File: config.mk
export PLATFORM = sky130hd
export DESIGN_NAME = uart_tx_arbiter
export DESIGN_NICKNAME = d
export VERILOG_FILES = /design/src/rtl/uart_tx_arbiter_pkg.sv /design/src/rtl/uart_tx_arbiter_rr.sv /design/src/rtl/uart_tx_arbiter.sv
export SDC_FILE = /design/constraint.sdc
export NUM_CORES = 1
export LEC_CHECK = 0
export CORE_UTILIZATION = 48
export DETAILED_ROUTE_END_ITERATION = 16
export GPL_ROUTABILITY_DRIVEN = 0
export GPL_TIMING_DRIVEN = 0
export PLACE_DENSITY_LB_ADDON = 0.2
export SLEW_MARGIN = 20
export SYNTH_ARGS = -nofsm -noshare
export SYNTH_HDL_FRONTEND = slang
export SYNTH_SLANG_ARGS = --single-unit
export TNS_END_PERCENT = 20
File: constraint.sdc
create_clock -name clk -period 4.3 [get_ports clk]
set_input_delay 1.29 -clock clk [delete_from_list [all_inputs] [get_ports clk]]
set_output_delay 1.29 -clock clk [all_outputs]
set_load 0.01 [all_outputs]
File: src/rtl/uart_tx_arbiter_pkg.sv
// Shared types and defaults for the UART transmit arbiter slice.
// Holds the FSM encoding and the round-robin pointer helper.
package uart_tx_arbiter_pkg;

    localparam int unsigned DEFAULT_NUM_REQ      = 4;
    localparam int unsigned DEFAULT_IDLE_TIMEOUT = 1024;
    localparam int unsigned BYTE_W               = 8;

    typedef enum logic [1:0] {
        IDLE  = 2'd0,
        ISSUE = 2'd1,
        SENT  = 2'd2
    } arb_state_t;

    // Index following idx, wrapping from n-1 back to 0.
    function automatic int unsigned wrap_inc(input int unsigned idx, input int unsigned n);
        return (idx + 1 >= n) ? 0 : idx + 1;
    endfunction

endpackage

File: src/rtl/uart_tx_arbiter_rr.sv
// Combinational round-robin picker: first set request at or after ptr,
// wrapping modulo NUM_REQ; returns one-hot grant, its index and a hit flag.
module rr_arbiter
    import uart_tx_arbiter_pkg::*;
#(
    parameter int unsigned NUM_REQ = DEFAULT_NUM_REQ
) (
    input  logic [NUM_REQ-1:0]         req,
    input  logic [$clog2(NUM_REQ)-1:0] ptr,
    output logic [NUM_REQ-1:0]         gnt,
    output logic [$clog2(NUM_REQ)-1:0] gnt_idx,
    output logic                       any
);

    localparam int unsigned IDX_W = $clog2(NUM_REQ);

    always_comb begin
        gnt     = '0;
        gnt_idx = '0;
        any     = 1'b0;
        for (int unsigned off = 0; off < NUM_REQ; off++) begin
            int unsigned cand;
            cand = (32'(ptr) + off) % NUM_REQ;
            if (!any && req[cand]) begin
                any          = 1'b1;
                gnt[cand]    = 1'b1;
                gnt_idx      = IDX_W'(cand);
            end
        end
    end

endmodule

File: src/rtl/uart_tx_arbiter.sv
// Packet-locked round-robin arbiter feeding bytes from NUM_REQ requesters
// into a single UART transmitter, with a stall timeout on the owner.
module uart_tx_arbiter
    import uart_tx_arbiter_pkg::*;
#(
    parameter int unsigned NUM_REQ      = DEFAULT_NUM_REQ,
    parameter int unsigned IDLE_TIMEOUT = DEFAULT_IDLE_TIMEOUT
) (
    input  logic                   clk,
    input  logic                   reset,
    input  logic [NUM_REQ-1:0]     req_valid,
    input  logic [8*NUM_REQ-1:0]   req_data,
    input  logic [NUM_REQ-1:0]     req_last,
    output logic [NUM_REQ-1:0]     req_ready,
    output logic [7:0]             uart_tx_data,
    output logic                   uart_tx_transmit,
    input  logic                   uart_tx_ready,
    output logic [NUM_REQ-1:0]     grant,
    output logic                   timeout
);

    localparam int unsigned IDX_W = $clog2(NUM_REQ);
    localparam int unsigned CNT_W = $clog2(IDLE_TIMEOUT);
    localparam logic [CNT_W-1:0] STALL_MAX = CNT_W'(IDLE_TIMEOUT - 1);

    arb_state_t         state_q, state_d;
    logic [NUM_REQ-1:0] grant_d;
    logic [IDX_W-1:0]   owner_q, owner_d;
    logic [IDX_W-1:0]   ptr_q, ptr_d;
    logic [CNT_W-1:0]   cnt_q, cnt_d;
    logic               last_q, last_d;
    logic [7:0]         data_d;
    logic               tx_d;
    logic               timeout_d;

    logic [NUM_REQ-1:0] rr_gnt;
    logic [IDX_W-1:0]   rr_idx;
    logic               rr_any;

    logic               own_fire;
    logic               own_last;
    logic [7:0]         own_data;
    logic [IDX_W-1:0]   owner_next;

    rr_arbiter #(
        .NUM_REQ (NUM_REQ)
    ) u_rr (
        .req     (req_valid),
        .ptr     (ptr_q),
        .gnt     (rr_gnt),
        .gnt_idx (rr_idx),
        .any     (rr_any)
    );

    always_comb begin
        own_fire   = req_valid[owner_q] & req_ready[owner_q];
        own_last   = req_last[owner_q];
        own_data   = req_data[32'(owner_q)*BYTE_W +: BYTE_W];
        owner_next = IDX_W'(wrap_inc(32'(owner_q), NUM_REQ));
    end

    always_ff @(posedge clk) begin
        if (!reset) begin
            state_q          <= IDLE;
            grant            <= '0;
            owner_q          <= '0;
            ptr_q            <= '0;
            cnt_q            <= '0;
            last_q           <= 1'b0;
            uart_tx_data     <= '0;
            uart_tx_transmit <= 1'b0;
            timeout          <= 1'b0;
        end else begin
            state_q          <= state_d;
            grant            <= grant_d;
            owner_q          <= owner_d;
            ptr_q            <= ptr_d;
            cnt_q            <= cnt_d;
            last_q           <= last_d;
            uart_tx_data     <= data_d;
            uart_tx_transmit <= tx_d;
            timeout          <= timeout_d;
        end
    end

    always_comb begin
        state_d   = state_q;
        grant_d   = grant;
        owner_d   = owner_q;
        ptr_d     = ptr_q;
        cnt_d     = cnt_q;
        last_d    = last_q;
        data_d    = uart_tx_data;
        tx_d      = 1'b0;
        timeout_d = 1'b0;
        unique case (state_q)
            IDLE: begin
                if (rr_any) begin
                    grant_d = rr_gnt;
                    owner_d = rr_idx;
                    cnt_d   = '0;
                    state_d = ISSUE;
                end
            end
            ISSUE: begin
                // Stalls only count while the UART could accept a byte.
                if (own_fire) begin
                    data_d  = own_data;
                    tx_d    = 1'b1;
                    last_d  = own_last;
                    cnt_d   = '0;
                    state_d = SENT;
                end else if (uart_tx_ready) begin
                    if (cnt_q == STALL_MAX) begin
                        grant_d   = '0;
                        ptr_d     = owner_next;
                        cnt_d     = '0;
                        timeout_d = 1'b1;
                        state_d   = IDLE;
                    end else begin
                        cnt_d = cnt_q + 1'b1;
                    end
                end
            end
            SENT: begin
                // The UART dropping ready is the acknowledge of our byte.
                if (!uart_tx_ready) begin
                    if (last_q) begin
                        grant_d = '0;
                        ptr_d   = owner_next;
                        state_d = IDLE;
                    end else begin
                        state_d = ISSUE;
                    end
                end
            end
            default: begin
                grant_d = '0;
                state_d = IDLE;
            end
        endcase
    end

    always_comb begin
        req_ready = '0;
        if (state_q == ISSUE && uart_tx_ready) begin
            req_ready = grant;
        end
    end

endmodule
==> qor.yml, run 1 <==
avgSynthCellArea_um2: 9.190
cts_root_buf: "clkbuf_8"
final_max_slew_viol_count: 0
synth_nets: 288
crit_required_ns: 3.01
grt_antenna_before_repair: 0
seq_power_share_pct: 44.2
numCtsBuffers: 5
reg2reg_from: "ptr_q[0]"
skew_ns: 0.009252
vdd_drop_max_mv: 0.1357
ys_seq_area_share_pct: 28.74
synth_cell_type_count: 51
power.leakage_uw: 0.0009929
hp-class: "flop to flop"
finalSetupViolCount: 0
cts_sinks: 31
worst_hold_slack_ns: 0.4934
ff2ff_path_depth: 11
cts-htree-levels: 2
max_freq_ghz: 0.2397
internal-power_uw: 504.8
antennaDiodeCount: 0
vias_per_cell: 5.980
core_area_um2: 4324
io_pins: 61
grt_pass1_wl_um: 9411
p_switching_uw: 182.8
hold_violations: 0
tritoncts: "built"
area_growth_pct: 33.49
die_y_um: 69.08
swShare_pct: 26.59
grtUsageTotal_pct: 24.23
holdPathEnd: "uart_tx_data[2]"
cts_buffer_depth: 2
rr_endpoint: "grant[2]"
port_buffers: 57
combPwrFrac_pct: 21.8
place_hpwl_um: 4251
critPathKind: "input pin to output pin"
critPathArrivalTime_ns: 2.88
antenna_left: 0
synth_edf_count: 0
setup_tns_ns: 0
drt_iter0_drc: 123
drt-total-wl_um: 5553
cap_violations: 0
syn_area_um2: 2160
hold_depth: 2
grt-ovfl-total: 0
grt_pass1_vias: 1968
critPathMaxFanout: 10
path_clk_slew_ns: 0.06
p_per_area_nw_per_um2: 238.5
worstMarginPinSlew_ns: 0.7821
postCtsResizedCells: 0
ys_async_sr_fraction_pct: 0
fill_cells: 368
drc: 0
cp-end-kind: "output pin"
start_util_pct: 49.94
cts_hold_buf: 0
rows: 24
final_util_pct: 66.67
clock_latency_ns: 0.29
ys_seq_elements: 31
startpoint_type: "input pin"
placedCellCount: 344
synth_ff_type: "dfxtp_1"
status: "finished, final reports clean"
grt_max_degree: 11
synthCells: 235
drive_gt1_share_pct: 10.37
first_pass_iters: 4
crit_start: "uart_tx_ready"
regToRegSetupSlack_ns: 0.74
vias: 2099
fp.dieW_um: 69.08
wl_per_cell_um: 15.82
rsz0062_at_grt: "no"
nets: 352
die_area_um2: 4771
finalPower_uw: 687.6
finalCritPeriodShare_pct: 97.01
min_from: "uart_tx_data[2]"
power.share.clock_pct: 34.1
stdcell_count: 351
maxSlewHeadroom_pct: 47.86
yosys_warnings: 0
min_period_ns: 4.171
post_cts_buffers: 0
[logic make-up after synthesis]
kind of cell             count (synthesis)  synth area share [%]
XOR/XNOR                                 7                 2.839
AND/OR/NAND/NOR                         80                 19.76
multiplexers                            27                 19.58
adder cells (fa/ha/maj)                 10                 5.794
buffers and inverters                   26                 5.330
flip-flops                              31                 28.74
AO/OA/AOI/OAI                           54                 17.96
[cell type report]
cell class | count | area, um^2 | area share [%]
Sequential cell | 31 | 620.6 | 21.53
Inverter | 10 | 37.54 | 1.302
Multi-Input combinational cell | 178 | 1424 | 49.39
Clock buffer | 6 | 82.58 | 2.865
Buffer | 16 | 77.57 | 2.691
Timing Repair Buffer | 57 | 570.5 | 19.79
Clock inverter | 1 | 5.005 | 0.1736
Tap cell | 52 | 65.06 | 2.257
[layout by cell type, fill, tap and decap left out, types with 2 or more instances in the layout]
cell	instances
nand2_1	13
mux2i_1	13
mux4_2	12
a221oi_1	4
xor2_1	6
clkbuf_8	6
o31ai_1	2
nor2_1	25
buf_6	2
and3_1	5
or4_1	3
a211oi_1	4
o32ai_1	2
o21a_1	2
o211ai_1	6
nand4_1	3
o21ai_2	2
dfxtp_1	31
nor3_1	3
nor4_1	2
o21ai_0	7
a22o_1	4
buf_2	2
nor2b_1	8
a31oi_1	2
a21oi_1	7
nand3_1	3
mux2_2	2
clkbuf_1	11
nand2b_1	4
ha_1	10
o22ai_1	5
inv_1	10
nand4b_1	2
clkdlybuf4s50_1	57
[critical path: stages]
cell             delay [ns]
clkdlybuf4s50_1        0.54
clkbuf_1               0.30
and3_1                 0.22
clkdlybuf4s50_1        0.54
[how the worst max path moves through the flow]
stage	endpoint	cells after the start	slack, ns
floorplan	grant[2]	7	1.16
global placement	req_ready[3]	4	0.13
CTS	req_ready[1]	4	0.12
detailed placement	req_ready[1]	4	0.12
finish	req_ready[2]	4	0.13
global route	req_ready[1]	4	0.02
[registers in the layout, indices dropped and copies added (netlist names)]
register,count
owner_q,2
uart_tx_data,8
ptr_q,2
last_q,1
timeout,1
uart_tx_transmit,1
grant,4
cnt_q,10
state_q,2
[stage by stage]
step,worst slack [ns],area (um^2)
global placement,0.1310,2795
finish,0.1286,2883
floorplan,1.155,2160
detailed placement,0.1237,2795
global route,0.02481,2883
CTS,0.1227,2883
[cells in the mapped netlist (2+ instances only)]
cell / number / area share (%)
nand4_1: 3 / 0.87
nand4b_1: 2 / 0.81
buf_2: 2 / 0.46
a211oi_1: 4 / 1.4
dfxtp_1: 31 / 29
a31oi_1: 2 / 0.58
mux4_2: 12 / 13
a22o_1: 4 / 1.6
mux2_2: 2 / 1.0
and3_1: 5 / 1.4
o32ai_1: 2 / 0.81
nand2b_1: 4 / 1.2
o31ai_1: 2 / 0.70
nor2b_1: 8 / 2.3
nand3_1: 3 / 0.70
o21a_1: 2 / 0.70
clkbuf_1: 11 / 1.9
ha_1: 10 / 5.8
o211ai_1: 6 / 2.1
a21oi_1: 7 / 1.6
xor2_1: 6 / 2.4
nor4_1: 2 / 0.58
o21ai_0: 7 / 1.6
o21ai_2: 2 / 0.81
o22ai_1: 5 / 1.4
nor2_1: 25 / 4.3
buf_6: 2 / 1.0
nand2_1: 13 / 2.3
or4_1: 3 / 1.0
mux2i_1: 13 / 6.0
nor3_1: 3 / 0.70
inv_1: 10 / 1.7
a221oi_1: 4 / 1.6
[power groups by stage]
stage / Clock (uW) / Sequential (uW) / Combinational, uW
after global routing: 248 / 305 / 163
after CTS: 237 / 304 / 150
after global placement: 0 / 310 / 146
after floorplan: 0 / 309 / 83.0
after detailed placement: 0 / 310 / 150
final: 234 / 304 / 150
[per-layer routing]
layer / global-route usage [%] / up-vias / wire length (um)
met3: 3.947 / 5 / 278
met5: 0 / - / 0
met1: 30.78 / 1013 / 2353
li1: - / 1004 / -
met4: 6.803 / 0 / 63
met2: 42.29 / 77 / 2858
No activity file was read; power rests on OpenSTA's default activity.
==> inputs of run 2 (changes only) <==
--- a/config.mk
+++ b/config.mk
@@ -5,10 +5,11 @@
 export SDC_FILE = /design/constraint.sdc
 export NUM_CORES = 1
 export LEC_CHECK = 0
-export CORE_UTILIZATION = 48
+export CORE_UTILIZATION = 28
 export DETAILED_ROUTE_END_ITERATION = 16
 export GPL_ROUTABILITY_DRIVEN = 0
 export GPL_TIMING_DRIVEN = 0
+export HOLD_SLACK_MARGIN = 0.06
 export PLACE_DENSITY_LB_ADDON = 0.2
 export SLEW_MARGIN = 20
 export SYNTH_ARGS = -nofsm -noshare
==> qor.yml, run 2 (synthesis results as in run 1) <==
status: "finished, final reports clean"
crit_top_cell: "clkdlybuf4s50_1"
vias: 2008
skew_ns: 0.005314
start_util_pct: 29.30
dp_slack_ns: 0.05344
critPathMaxFanout: 10
min_from: "last_q"
reg.largest.list: "cnt_q: 10 flops, uart_tx_data: 8 flops, grant: 4 flops"
cts_buffer_depth: 2
largest_register_ffs: 10
path_clk_slew_ns: 0.06
critPathKind: "input pin to output pin"
nets: 352
drt-total-wl_um: 5927
final_max_slew_viol_count: 0
stdcell_count: 399
grt-ovfl-total: 0
fp.dieW_um: 89.82
wl_per_cell_um: 14.85
drt_iter0_drc: 110
vias_per_cell: 5.033
crit_start: "uart_tx_ready"
rows: 31
cp-end-kind: "output pin"
placedCellCount: 391
cts-htree-levels: 2
maxSlewHeadroom_pct: 45.81
min_period_ns: 4.119
final_cell_mix: "clkdlybuf4s50_1, dfxtp_1, nor2_1, nand2_1, mux2i_1"
cp_slowest_cell: "clkdlybuf4s50_1"
cts_sinks: 31
critPathArrivalTime_ns: 2.83
place_hpwl_um: 4529
numCtsBuffers: 5
core_area_um2: 7370
antennaDiodeCount: 0
finalSetupViolCount: 0
grt_pass1_wl_um: 10010
hp-class: "flop to flop"
path_cells: "clkdlybuf4s50_1, clkbuf_2, and3_1, clkdlybuf4s50_1"
first_pass_iters: 4
clock_latency_ns: 0.28
cp_top_family: "buffers and inverters"
grtUsageTotal_pct: 15.36
grt_antenna_before_repair: 0
drc: 0
post_cts_buffers: 0
largest_register: "cnt_q"
layout_setup_ws_ns: 0.1815
slowest_delay_ns: 0.56
crit_required_ns: 3.01
hold_violations: 0
area_growth_pct: 35.98
crit_buf_inv: 3
cap_violations: 0
finalCritPeriodShare_pct: 95.78
tritoncts: "built"
startpoint_type: "input pin"
reg2reg_from: "ptr_q[0]"
drive_gt1_share_pct: 10.33
vdd_drop_max_mv: 0.1341
max_freq_ghz: 0.2428
setup_tns_ns: 0
grt_pass1_vias: 1975
power.leakage_uw: 0.0009910
grt_max_degree: 11
port_buffers: 57
rsz0062_at_grt: "no"
cts_root_buf: "clkbuf_8"
die_area_um2: 8068
die_y_um: 89.82
antenna_left: 0
layout_commonest_cell: "clkdlybuf4s50_1"
io_pins: 61
worstMarginPinSlew_ns: 0.8054
p_per_area_nw_per_um2: 229.1
run 2: cell count changes in the layout (fill, tap and decap cells not counted):
cell      before  now
clkbuf_8       6    5
clkbuf_2       0    1
clkbuf_1      11   12
run 2: worst paths after layout:
kind / end / slack [ns] / cells past startpoint
worst max-delay path: req_ready[1] / 0.18 / 4
worst min-delay path: last_q / 0.49 / 2
worst max register to register: grant[2] / 0.69 / 11
worst min register to register: last_q / 0.49 / 2
run 2: repair_timing:
item,CTS,global route
resized for setup,0,2
endpoints found under the setup margin,0,4
hold buffers,0,0
run 2: worst reg2reg max path: stages (launching register included):
cell      delay [ns]
dfxtp_1         0.46
buf_2           0.23
clkbuf_1        0.34
inv_1           0.23
ha_1            0.33
clkbuf_1        0.28
mux4_2          0.50
or3_4           0.39
buf_6           0.15
o21a_1          0.20
and2_4          0.19
a22o_1          0.20
run 2: final cells by class:
type	instances	area [um^2]
Timing Repair Buffer	57	570.5
Multi-Input combinational cell	178	1424
Tap cell	99	123.9
Clock inverter	1	5.005
Clock buffer	7	76.32
Fill cell	759	4433
Buffer	16	78.83
Inverter	10	37.54
Sequential cell	31	620.6
run 2: power by group:
group	internal, uW	total, uW	leakage [uW]	switching, uW
Clock	113	218	0.0000422	104
Combinational	84.2	152	0.000697	67.8
Sequential	295	303	0.000251	7.88
run 2: per-layer routing:
layer,global-route usage [%],vias to the layer above,wire length [um]
met5,0,-,0
met4,3.552,0,13
met3,3.215,2,150
met2,24.29,35,2867
met1,21.35,964,2895
li1,-,1007,-
run 2: metrics by stage:
step / instance area [um^2] / util, % / hold slack, ns / power (uW)
4_1_cts: 2935 / 39.83 / 0.4835 / 683.9
3_3_place_gp: 2854 / 38.73 / 0.4736 / 459.9
6_report: 2937 / 39.85 / 0.4865 / 672.8
5_1_grt: 2937 / 39.85 / 0.5117 / 713.9
3_5_place_dp: 2854 / 38.73 / 0.4753 / 461.1
2_1_floorplan: 2160 / - / 0.4462 / 392.4
